**src/rtl/pipe_ctrl_if.sv**
```systemverilog
// Control-flow bundle between the jump/hold sources and pipe_ctrl.
// The master side drives the requests; the slave side is the controller.
interface pipe_ctrl_if;
    logic        ex_jump_flag_i;
    logic [31:0] ex_jump_addr_i;
    logic        ex_hold_flag_i;
    logic        int_jump_flag_i;
    logic [31:0] int_jump_addr_i;
    logic        int_hold_flag_i;
    logic        rib_hold_flag_i;
    logic        jtag_halt_req_i;
    logic        jtag_halt_ack_o;
    logic        jump_flag_o;
    logic [31:0] jump_addr_o;
    logic [2:0]  hold_flag_o;
    logic        hold_timeout_o;

    modport slave (
        input  ex_jump_flag_i, ex_jump_addr_i, ex_hold_flag_i,
        input  int_jump_flag_i, int_jump_addr_i, int_hold_flag_i,
        input  rib_hold_flag_i, jtag_halt_req_i,
        output jtag_halt_ack_o, jump_flag_o, jump_addr_o, hold_flag_o, hold_timeout_o
    );

    modport master (
        output ex_jump_flag_i, ex_jump_addr_i, ex_hold_flag_i,
        output int_jump_flag_i, int_jump_addr_i, int_hold_flag_i,
        output rib_hold_flag_i, jtag_halt_req_i,
        input  jtag_halt_ack_o, jump_flag_o, jump_addr_o, hold_flag_o, hold_timeout_o
    );
endinterface

```
**src/rtl/pipe_ctrl.sv**
```systemverilog
// Pipeline sequencing controller: merges jump/hold requests, sequences boot hold,
// debug halt handshake and a bus-stall timeout monitor.
module pipe_ctrl #(
    parameter int BOOT_CYCLES = 4,
    parameter int TIMEOUT     = 1023
) (
    input  logic        clk,
    input  logic        rst,
    pipe_ctrl_if.slave  pif
);

    typedef enum logic [2:0] {
        ST_BOOT, ST_RUN, ST_DRAIN, ST_HALTED, ST_RESUME
    } state_e;

    localparam int             BW        = $clog2(BOOT_CYCLES + 2);
    localparam logic [BW-1:0]  BOOT_LAST = BW'(BOOT_CYCLES);
    localparam logic [9:0]     STALL_MAX = 10'(TIMEOUT);
    localparam logic [2:0]     HOLD_NONE = 3'd0;
    localparam logic [2:0]     HOLD_PC   = 3'd1;
    localparam logic [2:0]     HOLD_ID   = 3'd3;

    state_e        state_q, state_d;
    logic [BW-1:0] boot_cnt_q, boot_cnt_d;
    logic [9:0]    stall_cnt_q, stall_cnt_d;
    logic          ack_q, ack_d;
    logic          timeout_q, timeout_d;

    logic          any_jump;
    logic          pipe_busy;
    logic [31:0]   jump_addr;
    logic          jump_flag;
    logic [2:0]    hold_flag;

    assign any_jump  = pif.int_jump_flag_i | pif.ex_jump_flag_i;
    assign pipe_busy = any_jump | pif.ex_hold_flag_i | pif.int_hold_flag_i | pif.rib_hold_flag_i;

    // NOTE: sequential state uses non-blocking assignments so every flop samples pre-edge values.
    always_ff @(posedge clk or posedge rst) begin
        if (rst) begin
            state_q     <= ST_BOOT;
            boot_cnt_q  <= '0;
            stall_cnt_q <= '0;
            ack_q       <= 1'b0;
            timeout_q   <= 1'b0;
        end else begin
            state_q     <= state_d;
            boot_cnt_q  <= boot_cnt_d;
            stall_cnt_q <= stall_cnt_d;
            ack_q       <= ack_d;
            timeout_q   <= timeout_d;
        end
    end

    // NOTE: every always_comb output gets a default first so no latch is inferred.
    always_comb begin
        state_d    = state_q;
        boot_cnt_d = boot_cnt_q;
        unique case (state_q)
            ST_BOOT: begin
                boot_cnt_d = boot_cnt_q + 1'b1;
                if (boot_cnt_d >= BOOT_LAST) state_d = ST_RUN;
            end
            ST_RUN:    if (pif.jtag_halt_req_i) state_d = ST_DRAIN;
            ST_DRAIN: begin
                if (!pif.jtag_halt_req_i) state_d = ST_RUN;
                else if (!pipe_busy)      state_d = ST_HALTED;
            end
            ST_HALTED: if (!pif.jtag_halt_req_i) state_d = ST_RESUME;
            ST_RESUME: state_d = ST_RUN;
            default:   state_d = ST_BOOT;
        endcase
        // Ack is asserted only after a full cycle in HALTED and drops on the edge into RESUME.
        ack_d = (state_q == ST_HALTED) && pif.jtag_halt_req_i;
    end

    always_comb begin
        stall_cnt_d = '0;
        timeout_d   = timeout_q;
        if (pif.rib_hold_flag_i) begin
            if (stall_cnt_q == STALL_MAX) begin
                stall_cnt_d = stall_cnt_q;
                timeout_d   = 1'b1;
            end else begin
                stall_cnt_d = stall_cnt_q + 10'd1;
            end
        end
    end

    always_comb begin
        jump_flag = 1'b0;
        jump_addr = '0;
        hold_flag = HOLD_NONE;
        unique case (state_q)
            ST_RUN: begin
                jump_flag = any_jump;
                jump_addr = pif.int_jump_flag_i ? pif.int_jump_addr_i :
                            pif.ex_jump_flag_i  ? pif.ex_jump_addr_i  : 32'h0;
                if (any_jump || pif.ex_hold_flag_i || pif.int_hold_flag_i) hold_flag = HOLD_ID;
                else if (pif.rib_hold_flag_i)                               hold_flag = HOLD_PC;
            end
            ST_DRAIN: begin
                // Pending control flow still completes while fetch is frozen.
                jump_flag = any_jump;
                jump_addr = pif.int_jump_flag_i ? pif.int_jump_addr_i :
                            pif.ex_jump_flag_i  ? pif.ex_jump_addr_i  : 32'h0;
                hold_flag = HOLD_PC;
            end
            ST_HALTED: hold_flag = HOLD_ID;
            default:   hold_flag = HOLD_PC;
        endcase
    end

    assign pif.jump_flag_o     = jump_flag;
    assign pif.jump_addr_o     = jump_addr;
    assign pif.hold_flag_o     = hold_flag;
    assign pif.jtag_halt_ack_o = ack_q;
    assign pif.hold_timeout_o  = timeout_q;

endmodule

```
**src/flat_wrapper.sv**
```systemverilog
// flat-port wrapper written by rule: the top's interface ports become plain ports
module pipe_ctrl_flat 
#(
    parameter int BOOT_CYCLES = 4,
    parameter int TIMEOUT     = 1023
)
  (clk, rst, pif_ex_jump_flag_i, pif_ex_jump_addr_i, pif_ex_hold_flag_i, pif_int_jump_flag_i, pif_int_jump_addr_i, pif_int_hold_flag_i, pif_rib_hold_flag_i, pif_jtag_halt_req_i, pif_jtag_halt_ack_o, pif_jump_flag_o, pif_jump_addr_o, pif_hold_flag_o, pif_hold_timeout_o);
  pipe_ctrl_if pif_i ();
  input  logic clk;
  input  logic rst;
  input wire logic [$bits(pif_i.ex_jump_flag_i)-1:0] pif_ex_jump_flag_i;
  input wire logic [$bits(pif_i.ex_jump_addr_i)-1:0] pif_ex_jump_addr_i;
  input wire logic [$bits(pif_i.ex_hold_flag_i)-1:0] pif_ex_hold_flag_i;
  input wire logic [$bits(pif_i.int_jump_flag_i)-1:0] pif_int_jump_flag_i;
  input wire logic [$bits(pif_i.int_jump_addr_i)-1:0] pif_int_jump_addr_i;
  input wire logic [$bits(pif_i.int_hold_flag_i)-1:0] pif_int_hold_flag_i;
  input wire logic [$bits(pif_i.rib_hold_flag_i)-1:0] pif_rib_hold_flag_i;
  input wire logic [$bits(pif_i.jtag_halt_req_i)-1:0] pif_jtag_halt_req_i;
  output wire logic [$bits(pif_i.jtag_halt_ack_o)-1:0] pif_jtag_halt_ack_o;
  output wire logic [$bits(pif_i.jump_flag_o)-1:0] pif_jump_flag_o;
  output wire logic [$bits(pif_i.jump_addr_o)-1:0] pif_jump_addr_o;
  output wire logic [$bits(pif_i.hold_flag_o)-1:0] pif_hold_flag_o;
  output wire logic [$bits(pif_i.hold_timeout_o)-1:0] pif_hold_timeout_o;
  assign pif_i.ex_jump_flag_i = pif_ex_jump_flag_i;
  assign pif_i.ex_jump_addr_i = pif_ex_jump_addr_i;
  assign pif_i.ex_hold_flag_i = pif_ex_hold_flag_i;
  assign pif_i.int_jump_flag_i = pif_int_jump_flag_i;
  assign pif_i.int_jump_addr_i = pif_int_jump_addr_i;
  assign pif_i.int_hold_flag_i = pif_int_hold_flag_i;
  assign pif_i.rib_hold_flag_i = pif_rib_hold_flag_i;
  assign pif_i.jtag_halt_req_i = pif_jtag_halt_req_i;
  assign pif_jtag_halt_ack_o = pif_i.jtag_halt_ack_o;
  assign pif_jump_flag_o = pif_i.jump_flag_o;
  assign pif_jump_addr_o = pif_i.jump_addr_o;
  assign pif_hold_flag_o = pif_i.hold_flag_o;
  assign pif_hold_timeout_o = pif_i.hold_timeout_o;
  pipe_ctrl #(.BOOT_CYCLES(BOOT_CYCLES), .TIMEOUT(TIMEOUT)) u_core (.clk(clk), .rst(rst), .pif(pif_i));
endmodule
```
**config.mk**
```make
export PLATFORM = sky130hd
export DESIGN_NAME = pipe_ctrl_flat
export DESIGN_NICKNAME = d
export VERILOG_FILES = /design/src/rtl/pipe_ctrl_if.sv /design/src/rtl/pipe_ctrl.sv /design/src/flat_wrapper.sv
export SDC_FILE = /design/constraint.sdc
export NUM_CORES = 1
export LEC_CHECK = 0
export BUFFER_PORTS_ARGS = -buffer_cell sky130_fd_sc_hd__buf_4
export CORE_ASPECT_RATIO = 1.25
export CORE_MARGIN = 3
export CORE_UTILIZATION = 42
export DETAILED_ROUTE_END_ITERATION = 10
export PLACE_DENSITY = 0.84
export SLEW_MARGIN = 20
export SYNTH_ARGS = -nofsm -noshare
export SYNTH_HDL_FRONTEND = slang
export SYNTH_SLANG_ARGS = --single-unit
```
**constraint.sdc**
```tcl
create_clock -name clk -period 2.3 [get_ports clk]
set_input_delay 0.345 -clock clk [delete_from_list [all_inputs] [get_ports clk]]
set_output_delay 0.345 -clock clk [all_outputs]
set_load 0.01 [all_outputs]
```
==> summary.md, run 1 <==
| Metric | Value |
|---|---|
| Max-cap violation count | 0 |
| Final standard cell count with taps included and fillers excluded | 306 |
| Drt drc | 0 |
| Number of levels the H-tree was split into | 1 |
| Placer Congestion | 0.781 |
| RSZ-0062 raised after global routing | false |
| Transition time at the pin with the least slew margin | 0.656 ns |
| Crit Path Class | flip-flop to output port |
| Share of layout cells above drive strength 1 | 44.1% |
| Data required time at the worst endpoint | 1.96 ns |
| Most frequent standard cell in the layout excluding fill and tap cells | sky130_fd_sc_hd__buf_4 |
| CP Max Fanout | 31 |
| Number of max-slew violations in the final report | 0 |
| Deepest clock path buffer count | 2 |
| Initial antenna violation count | 0 |
| Signal arrival time at the worst endpoint | 1.69 ns |
| Die Ht | 69.1 µm |
| Non-Filler Cell Area, Final | 0.00219 mm² |
| IO Pins | 110 |
| FF-to-FF path depth | 5 |
| Starting density of the core | 44.5% |
| Worst-case register-to-register setup slack | 0.63 ns |
| Diode insertion count for antenna repair | 0 |
| Type of origin of the critical path | flip-flop |
| Number of buffers inserted during clock tree synthesis | 3 |
| Number of storage elements in the synthesis netlist | 18 |
| Global-route wire length before repair | 7420 µm |
| Count of vias placed by the detailed router | 1616 |
| Total of endpoints with negative setup slack in the final report | 0 |
| Reg2reg start | u_core.stall_cnt_q[0]$_DFFE_PP0N_ |
| Setup TNS | 0 ns |
| Total Wirelength | 4650 µm |
| Summed instance area of the synthesized netlist | 0.00134 mm² |
| Via count of the first global-routing pass | 1525 |
| Post-route ant nets | 0 |
| Cell count after synthesis | 170 |
| DP Wirelength | 3720 µm |
| Count of unique library cells instantiated by Yosys | 33 |
| Number of vias per cell after detailed routing | 5.28 |
| Hold/Removal Path Class | input port to asynchronous set/reset pin |
| CTS sink count | 18 |
| Post-Place Cell Area | 0.00215 mm² |
| Shortest clock period the worst path allows after layout | 2.04 ns |
| Avg Inst Size Synth | 7.86 µm² |
| Die Area | 0.00390 mm² |
| First-iteration detailed-routing DRC count | 61 |
| Final worst clock skew | 0.00954 ns |
| Number of nets produced by synthesis | 244 |
| Fraction of the yosys area taken by sequential cells | 33.7% |
| Sum of overflow across all layers after global routing | 0 |
| Clock latency at the later pin of the worst-skew pair | 0.30 ns |
| DR pass1 iterations | 4 |
| Pin count of the biggest net entering global routing | 37 |
| Area added between synthesis and finish | 63.9% |
| Run status | completed |
| Nature of the critical path endpoint | output port |
| Commonest cells after routing, fill and taps aside | sky130_fd_sc_hd__buf_4, sky130_fd_sc_hd__nor2_1, sky130_fd_sc_hd__a22oi_1 |
| CTS tree | built |
| # Post-CTS Setup Buffers | 0 |
| Layout Nets | 345 |
| Std cell rows | 22 |
| Final Cycle Share | 88.5% |
| Peak supply drop | 0.000750 V |
| Post-CTS Hold Buffers | 0 |
| Fill count | 242 |
| Normalized max-slew margin | 56.2% |
| Buffers added on ports | 108 |
| Mean routed wirelength per cell | 15.2 µm |
| X dimension of the die | 56.5 µm |
| Leakage power figure | 1.10 nW |
| Critical R2R Capture | u_core.stall_cnt_q[0]$_DFFE_PP0N_ |
| Total placed cells including tap cells | 302 |
| YS warnings | 0 |
| Aggregate global-route resource usage | 23.4% |
| Number of gates given a new drive strength after cts | 0 |
| Clock Pin Slew Worst Setup and Hold Paths | 0.11 ns |
| Count of final hold-check violations | 0 |
| Master cell of the clock root buffer | sky130_fd_sc_hd__clkbuf_4 |
| Power per cell area | 775 mW/mm² |
| Maximum operating frequency | 491 MHz |
| Core region area | 0.00300 mm² |
==> area by class of cell <==
cell class | instances | area, µm² | share of cell area [%]
timing repair buffer | 110 | 838 | 38.3
sequential | 18 | 450 | 20.6
inverter | 3 | 11.3 | 0.514
clock buffer | 4 | 36.3 | 1.66
tap | 36 | 45.0 | 2.06
multi-input combinational | 135 | 808 | 36.9
==> cell usage after synthesis <==
cell                       count  area [µm²]
sky130_fd_sc_hd__buf_6         1        11.3
sky130_fd_sc_hd__inv_1         2        7.51
sky130_fd_sc_hd__and4_1        2        17.5
sky130_fd_sc_hd__clkinv_1      1        3.75
sky130_fd_sc_hd__a22oi_1      31         233
sky130_fd_sc_hd__mux2_2        1        11.3
sky130_fd_sc_hd__nand2b_1      1        6.26
sky130_fd_sc_hd__clkbuf_1      8        30.0
sky130_fd_sc_hd__a211oi_2      1        12.5
sky130_fd_sc_hd__o21bai_1      1        7.51
sky130_fd_sc_hd__and3_1        2        12.5
sky130_fd_sc_hd__a41o_1        2        20.0
sky130_fd_sc_hd__o21ai_2       1        8.76
sky130_fd_sc_hd__nor2b_1       6        37.5
sky130_fd_sc_hd__a211oi_1      1        7.51
sky130_fd_sc_hd__nor2_1       40         150
sky130_fd_sc_hd__buf_2         4        20.0
sky130_fd_sc_hd__ha_1          2        25.0
sky130_fd_sc_hd__xnor2_1       5        43.8
sky130_fd_sc_hd__nand2_1       9        33.8
sky130_fd_sc_hd__nor3b_1       2        15.0
sky130_fd_sc_hd__nor3_1        3        15.0
sky130_fd_sc_hd__dfrtp_1      18         450
sky130_fd_sc_hd__a31oi_1       2        12.5
sky130_fd_sc_hd__conb_1        1        3.75
sky130_fd_sc_hd__buf_4         1        7.51
sky130_fd_sc_hd__nand4_1       1        6.26
sky130_fd_sc_hd__a21oi_1       7        35.0
sky130_fd_sc_hd__xor2_1        3        26.3
sky130_fd_sc_hd__o21ai_0       4        20.0
sky130_fd_sc_hd__nand3_1       5        25.0
sky130_fd_sc_hd__a311oi_1      1        8.76
sky130_fd_sc_hd__or4_4         1        11.3
==> flip-flops by register name (all words and copies together) (netlist names) <==
register / count
u_core.boot_cnt_q: 3
u_core.state_q: 3
u_core.pif.jtag_halt_ack_o: 1
u_core.pif.hold_timeout_o: 1
u_core.stall_cnt_q: 10
==> where the power goes <==
part	total, mW	internal, mW	switching (mW)
Combinational	1.06	0.520	0.545
Clock	0.198	0.0966	0.101
Sequential	0.435	0.372	0.0629
Total	1.70	0.988	0.709
==> worst max-delay path by stage <==
| stage | startpoint | end | slack, ns | depth (start not counted) |
|---|---|---|---|---|
| floorplan | pif_int_jump_flag_i | pif_hold_flag_o[0] | 0.73 | 4 |
| global placement | pif_int_jump_flag_i | pif_hold_flag_o[0] | 0.43 | 5 |
| detailed placement | pif_int_jump_flag_i | pif_hold_flag_o[0] | 0.43 | 5 |
| CTS | u_core.state_q[1]$_DFFE_PP0P_ | pif_jump_addr_o[31] | 0.27 | 5 |
| global route | u_core.state_q[1]$_DFFE_PP0P_ | pif_jump_addr_o[31] | 0.15 | 5 |
| finish | u_core.state_q[1]$_DFFE_PP0P_ | pif_jump_addr_o[31] | 0.26 | 5 |
==> worst max-delay path, stage by stage, from the launching register on <==
cell and delay (ns):
sky130_fd_sc_hd__dfrtp_1 0.50, sky130_fd_sc_hd__xor2_1 0.18, sky130_fd_sc_hd__nand2b_1 0.13, sky130_fd_sc_hd__buf_4 0.31, sky130_fd_sc_hd__nor2_1 0.12, sky130_fd_sc_hd__buf_4 0.16
==> kinds of logic (layout without fill, tap and decap cells) <==
| group | after synthesis | count (layout) | share of synthesized area, % |
|---|---|---|---|
| DFF | 18 | 18 | 33.7 |
| xor gates and xnor gates | 8 | 8 | 5.24 |
| AOI/OAI and AO/OA | 51 | 51 | 27.3 |
| muxes | 1 | 1 | 0.843 |
| other | 1 | 1 | 0.281 |
| buffers and inverters | 17 | 117 | 5.99 |
| adders and majority gates | 2 | 2 | 1.87 |
| and+or+nand+nor | 72 | 72 | 24.7 |
==> per-stage QoR <==
step                util, %  hold WS, ns  total power [mW]  setup slack, ns
global placement       71.8        0.460              1.50            0.431
finish                 73.0        0.125              1.70            0.264
floorplan                 -        0.284             0.999            0.732
detailed placement     71.8        0.468              1.51            0.431
global route           73.0        0.180              1.82            0.154
CTS                    73.0        0.150              1.70            0.269
==> routing by layer <==
layer	GRT usage [%]	part of all wire (%)	vias up
li1	-	-	809
met1	30.5	41	721
met2	36.6	47	76
met3	6.18	8.9	10
met4	8.97	2.8	0
met5	0	0	-
(Power assumes the default switching activity.)
==> inputs of run 2 (changes only) <==
Settings changed: CORE_MARGIN 3 to not set, CTS_CLUSTER_SIZE set to 40.
==> run 2 against run 1 <==
Net effect:
- clock skew shrank 0.0040 ns
- combinational power is essentially flat
- register-to-register slack is essentially flat
==> summary.md, run 2 (synthesized netlist as in run 1, its figures left out) <==
| Metric | Value |
|---|---|
| Nature of the critical path endpoint | output port |
| Deepest clock path buffer count | 2 (unchanged) |
| Reg2reg start | u_core.stall_cnt_q[0]$_DFFE_PP0N_ |
| Core region area | 0.00297 mm² (-0.92%) |
| Post-Route M1 WL | 1660 µm (-13%) |
| CP max-delay cell | sky130_fd_sc_hd__dfrtp_1 |
| Count of final hold-check violations | 0 (unchanged) |
| First-iteration detailed-routing DRC count | 63 (+3.3%) |
| Number of buffer and inverter instances along the worst setup path | 2 (unchanged) |
| Detail Route met3 WL | 344 µm (-17%) |
| Leakage power figure | 1.10 nW (-0.33%) |
| Multi-input logic area | 808 µm² (unchanged) |
| Number of max-slew violations in the final report | 0 (unchanged) |
| Buffers added on ports | 108 (unchanged) |
| CP dominant cell by count | sky130_fd_sc_hd__buf_4 |
| Maximum operating frequency | 502 MHz (+2.2%) |
| Data required time at the worst endpoint | 1.96 ns (about the same) |
| X dimension of the die | 52.5 µm (-7.1%) |
| Total placed cells including tap cells | 302 (unchanged) |
| Sum of overflow across all layers after global routing | 0 (unchanged) |
| Critical Path Source | u_core.state_q[1]$_DFFE_PP0P_ |
| Global-route wire length before repair | 6530 µm (-12%) |
| Area added between synthesis and finish | 62.9% |
| Final worst clock skew | 0.00558 ns (-0.00396 ns) |
| CP max stage delay | 0.48 ns (-0.02 ns) |
| Mean routed wirelength per cell | 13.6 µm (-10%) |
| Number of gates given a new drive strength after cts | 0 (unchanged) |
| Routed length on met2 | 2040 µm (-7.0%) |
| Master cell of the clock root buffer | sky130_fd_sc_hd__clkbuf_4 |
| Commonest cells after routing, fill and taps aside | sky130_fd_sc_hd__buf_4, sky130_fd_sc_hd__nor2_1, sky130_fd_sc_hd__a22oi_1 |
| Worst path setup slack after routing | 0.307 ns (+0.0433 ns) |
| Sequential cell area | 450 µm² (unchanged) |
| Number of levels the H-tree was split into | 1 (unchanged) |
| Max FFs per register | 10 (unchanged) |
| Layout Nets | 345 (unchanged) |
| Die Area | 0.00341 mm² (-12%) |
| Type of origin of the critical path | flip-flop |
| Placer Congestion | 0.841 (+7.8%) |
| CP Max Fanout | 33 (+6.5%) |
| CTS tree | built |
| RSZ-0062 raised after global routing | false |
| Clock Pin Slew Worst Setup and Hold Paths | 0.10 ns (about the same) |
| Count of vias placed by the detailed router | 1632 (+0.99%) |
| Diode insertion count for antenna repair | 0 (unchanged) |
| Power per cell area | 770 mW/mm² (-0.61%) |
| Final Cycle Share | 86.6% (-1.9 points) |
| Top layer used by detailed routing | met4 |
| Power consumption | 1.68 mW (-1.2%) |
| Std cell rows | 22 (unchanged) |
| Largest registers in the final layout | u_core.stall_cnt_q x10, u_core.boot_cnt_q x3, u_core.state_q x3 |
| Drt drc | 0 (unchanged) |
| Hold/Removal Path Class | input port to asynchronous set/reset pin |
| Post-CTS Hold Buffers | 0 (unchanged) |
| # Post-CTS Setup Buffers | 0 (unchanged) |
| Number of vias per cell after detailed routing | 5.33 (+0.99%) |
| Pin count of the biggest net entering global routing | 37 (unchanged) |
| Total Wirelength | 4170 µm (-10%) |
| Normalized max-slew margin | 55.0% (-1.2 points) |
| Crit Path Class | flip-flop to output port |
| Share of layout cells above drive strength 1 | 44.1% (unchanged) |
| Top reg by flops | u_core.stall_cnt_q |
| CTS sink count | 18 (unchanged) |
| Post-route ant nets | 0 (unchanged) |
| Shortest clock period the worst path allows after layout | 1.99 ns (-0.0433 ns) |
| Die Ht | 65.1 µm (-5.8%) |
| Peak supply drop | 0.000530 V (-29%) |
| Starting density of the core | 44.9% (+0.41 points) |
| Max-cap violation count | 0 (unchanged) |
| Initial antenna violation count | 0 (unchanged) |
| Run status | completed |
| Crit path cell chain | xor2_1 -> nand2b_1 -> buf_4 -> nor2_1 -> buf_4 |
| Fill count | 253 (+4.5%) |
| Signal arrival time at the worst endpoint | 1.65 ns (-0.04 ns) |
| Family with the most delay on the worst path | flip-flops |
| Clock latency at the later pin of the worst-skew pair | 0.31 ns (about the same) |
| Most frequent standard cell in the layout excluding fill and tap cells | sky130_fd_sc_hd__buf_4 |
| Via count of the first global-routing pass | 1534 (+0.59%) |
| DP Wirelength | 3230 µm (-13%) |
| Transition time at the pin with the least slew margin | 0.674 ns (+0.0180 ns) |
| Setup TNS | 0 ns (unchanged) |
| IO Pins | 110 (unchanged) |
| Aggregate global-route resource usage | 25.4% (+2.0 points) |
| Worst slack at placement | 0.441 ns (+0.0101 ns) |
| Total of endpoints with negative setup slack in the final report | 0 (unchanged) |
| Number of buffers inserted during clock tree synthesis | 3 (unchanged) |
| Final standard cell count with taps included and fillers excluded | 306 (unchanged) |
| DR pass1 iterations | 4 (unchanged) |
## run 2: area by class of cell
cell class / instances / area share, %
multi-input combinational: 135 / 37.1
inverter: 3 / 0.517
sequential: 18 / 20.7
timing repair buffer: 110 / 37.9
clock buffer: 4 / 1.67
tap: 36 / 2.07
## run 2: metrics by stage
stage | area (µm²) | util (%) | hold WS [ns]
3_5_place_dp | 2140 | 72.0 | 0.473
4_1_cts | 2180 | 73.2 | 0.133
2_1_floorplan | 1340 | - | 0.284
6_report | 2180 | 73.2 | 0.123
5_1_grt | 2180 | 73.2 | 0.148
3_3_place_gp | 2140 | 72.0 | 0.461
## run 2: final timing paths
path,to,slack (ns),cells after the start
worst max register to register,u_core.stall_cnt_q[0]$_DFFE_PP0N_,0.63,5
worst min register to register,u_core.boot_cnt_q[0]$_DFFE_PP0N_,0.49,1
worst max-delay path,pif_jump_addr_o[13],0.31,5
worst min-delay path,u_core.state_q[2]$_DFFE_PP0P_,0.12,2
max in group asynchronous,u_core.stall_cnt_q[0]$_DFFE_PP0N_,1.75,2
min in group clk,u_core.state_q[2]$_DFFE_PP0P_,0.21,2
## run 2: routing by layer
layer  global-route usage (%)  vias to the layer above
li1                         -                      809
met1                     30.1                      733
met2                     42.1                       81
met3                     5.40                        9
met4                     12.8                        0
met5                        0                        -
## run 2: report_power, final
group	switching (mW)	internal, mW	total (mW)	leakage, nW
clock network	0.105	0.0970	0.202	0.0210
registers	0.0583	0.372	0.430	0.235
logic	0.527	0.518	1.05	0.845
total	0.690	0.987	1.68	1.10
==> inputs of run 3 (changes only) <==
==> constraint.sdc (replaced) <==
create_clock -name clk -period 2.3 [get_ports clk]
set_input_delay 0.23 -clock clk [delete_from_list [all_inputs] [get_ports clk]]
set_output_delay 0.23 -clock clk [all_outputs]
set_load 0.01 [all_outputs]
==> run 3 against run 2 <==
Net effect:
- die area unchanged
- combinational power about the same
- maximum frequency up 7.9%
- sequential power about the same
==> summary.md, run 3 (synthesized netlist as in run 1, its figures left out) <==
| Metric | Value |
|---|---|
| Run status | completed |
| Clock share of power | 9.6% (-2.4 points) |
| Global-route wire length before repair | 6470 µm (-0.95%) |
| CTS sink count | 18 (unchanged) |
| Number of levels the H-tree was split into | 1 (unchanged) |
| CTS tree | built |
| Relative contribution of combinational cells to total power | 64.0% (+1.7 points) |
| DR pass1 iterations | 5 (+1) |
| Area added between synthesis and finish | 61.9% |
| Data required time at the worst endpoint | 2.07 ns (+0.11 ns) |
| Max FFs per register | 10 (unchanged) |
| Aggregate global-route resource usage | 24.8% (-0.64 points) |
| Type of origin of the critical path | flip-flop |
| Number of gates given a new drive strength after cts | 0 (unchanged) |
| CP Max Fanout | 33 (unchanged) |
| Part of the total power dissipated in sequential elements | 26.4% (+0.8 points) |
| Final worst clock skew | 0.00111 ns (-0.00447 ns) |
| Max-cap violation count | 0 (unchanged) |
| Post-route ant nets | 0 (unchanged) |
| Layout Nets | 345 (unchanged) |
| IO Pins | 110 (unchanged) |
| Switching share of total power | 41.8% (+0.67 points) |
| Total of endpoints with negative setup slack in the final report | 0 (unchanged) |
| Master cell of the clock root buffer | sky130_fd_sc_hd__clkbuf_4 |
| Via count of the first global-routing pass | 1483 (-3.3%) |
| Core region area | 0.00297 mm² (unchanged) |
| Final Cycle Share | 80.3% (-6.4 points) |
| Starting density of the core | 44.9% (unchanged) |
| Nature of the critical path endpoint | output port |
| Die Area | 0.00341 mm² (unchanged) |
| Share of layout cells above drive strength 1 | 43.9% (-0.21 points) |
| Hold/Removal Path Class | input port to asynchronous set/reset pin |
| Number of vias per cell after detailed routing | 5.28 (-1.1%) |
| Count of vias placed by the detailed router | 1609 (-1.4%) |
| Shortest clock period the worst path allows after layout | 1.85 ns (-0.146 ns) |
| X dimension of the die | 52.5 µm (unchanged) |
| Number of buffer and inverter instances along the worst setup path | 2 (unchanged) |
| Placer Congestion | 0.830 (-1.4%) |
| Power consumption | 1.63 mW (-2.5%) |
| Crit path cell chain | xor2_1 -> nand2b_1 -> buf_4 -> nor2_1 -> buf_4 |
| Transition time at the pin with the least slew margin | 0.660 ns (-0.0136 ns) |
| Normalized max-slew margin | 55.9% (+0.91 points) |
| Largest registers in the final layout | u_core.stall_cnt_q x10, u_core.boot_cnt_q x3, u_core.state_q x3 |
| Die Ht | 65.1 µm (unchanged) |
| Clock latency at the later pin of the worst-skew pair | 0.30 ns (about the same) |
| # Post-CTS Setup Buffers | 0 (unchanged) |
| Diode insertion count for antenna repair | 0 (unchanged) |
| CP dominant cell by count | sky130_fd_sc_hd__buf_4 |
| Most frequent standard cell in the layout excluding fill and tap cells | sky130_fd_sc_hd__buf_4 |
| Total Wirelength | 4150 µm (-0.36%) |
| Count of final hold-check violations | 0 (unchanged) |
| Internal power | 0.951 mW (-3.6%) |
| Buffers added on ports | 108 (unchanged) |
| Peak supply drop | 0.000522 V (-1.5%) |
| Pin count of the biggest net entering global routing | 37 (unchanged) |
| Post-CTS Hold Buffers | 0 (unchanged) |
| Top reg by flops | u_core.stall_cnt_q |
| Drt drc | 0 (unchanged) |
| Std cell rows | 22 (unchanged) |
| Mean routed wirelength per cell | 13.6 µm (about the same) |
| Number of max-slew violations in the final report | 0 (unchanged) |
| Maximum operating frequency | 542 MHz (+7.9%) |
| Switching power of the nets | 0.684 mW (-0.90%) |
| Fill count | 253 (unchanged) |
| CP max-delay cell | sky130_fd_sc_hd__dfrtp_1 |
| Number of buffers inserted during clock tree synthesis | 3 (unchanged) |
| Sum of overflow across all layers after global routing | 0 (unchanged) |
| Crit Path Class | flip-flop to output port |
| Clock Pin Slew Worst Setup and Hold Paths | 0.10 ns (about the same) |
| RSZ-0062 raised after global routing | false |
| Family with the most delay on the worst path | flip-flops |
| Deepest clock path buffer count | 2 (unchanged) |
| Commonest cells after routing, fill and taps aside | sky130_fd_sc_hd__buf_4, sky130_fd_sc_hd__nor2_1, sky130_fd_sc_hd__a22oi_1 |
| Power per cell area | 756 mW/mm² (-1.9%) |
| Signal arrival time at the worst endpoint | 1.62 ns (-0.03 ns) |
| Leakage power figure | 1.09 nW (-0.65%) |
| First-iteration detailed-routing DRC count | 51 (-19%) |
| CP max stage delay | 0.48 ns (about the same) |
| DP Wirelength | 3210 µm (-0.66%) |
| Initial antenna violation count | 0 (unchanged) |
| Setup TNS | 0 ns (unchanged) |
-- run 3: cell count changes in the layout (fill, tap and decap cells not counted) --
cell,before,now
sky130_fd_sc_hd__clkbuf_8,1,0
-- run 3: final timing paths --
path	start	end	cells past startpoint	slack [ns]
setup / recovery	u_core.state_q[1]$_DFFE_PP0P_	pif_jump_addr_o[26]	5	0.45
hold / removal	rst	u_core.state_q[0]$_DFFE_PP0P_	2	0.02
setup reg to reg	u_core.stall_cnt_q[0]$_DFFE_PP0N_	u_core.stall_cnt_q[0]$_DFFE_PP0N_	5	0.65
hold reg to reg	u_core.pif.hold_timeout_o$_DFFE_PP0P_	u_core.pif.hold_timeout_o$_DFFE_PP0P_	1	0.49
max in group asynchronous	rst	u_core.stall_cnt_q[9]$_DFFE_PP0N_	2	1.86
min in group clk	pif_jtag_halt_req_i	u_core.state_q[2]$_DFFE_PP0P_	2	0.12
-- run 3: per-stage QoR --
step | instances | instance area [µm²] | setup WS [ns] | utilization [%] | hold slack, ns
floorplan | 170 | 1340 | 0.905 | - | 0.169
global placement | 302 | 2140 | 0.678 | 72.0 | 0.361
detailed placement | 302 | 2140 | 0.663 | 72.0 | 0.365
CTS | 305 | 2160 | 0.465 | 72.8 | 0.0432
global route | 305 | 2160 | 0.345 | 72.8 | 0.0664
finish | 305 | 2160 | 0.454 | 72.8 | 0.0188
-- run 3: power by group through the flow --
stage / logic [mW] / clock network, mW / registers, mW
2_1_floorplan: 0.583 / 0 / 0.417
3_5_place_dp: 1.05 / 0 / 0.437
3_3_place_gp: 1.04 / 0 / 0.435
6_report: 1.05 / 0.158 / 0.431
5_1_grt: 1.14 / 0.179 / 0.440
4_1_cts: 1.05 / 0.158 / 0.431
-- run 3: layout make-up --
type                       instances  area, µm²  area share [%]
timing repair buffer             110        826            38.2
multi-input combinational        135        808            37.4
sequential                        18        450            20.8
tap                               36       45.0            2.08
clock buffer                       3       22.5            1.04
inverter                           3       11.3           0.521
-- run 3: metal layers --
layer	share of wire, %	global-route usage, %
met5	0	0
met1	41	32.4
met2	48	39.9
met3	9.4	5.16
met4	1.4	7.89
-- run 3: worst register-to-register path: stages (launching register included) --
cell,delay (ns)
sky130_fd_sc_hd__dfrtp_1,0.41
sky130_fd_sc_hd__ha_1,0.26
sky130_fd_sc_hd__and4_1,0.30
sky130_fd_sc_hd__nand3_1,0.29
sky130_fd_sc_hd__xnor2_1,0.23
sky130_fd_sc_hd__nor2_1,0.05
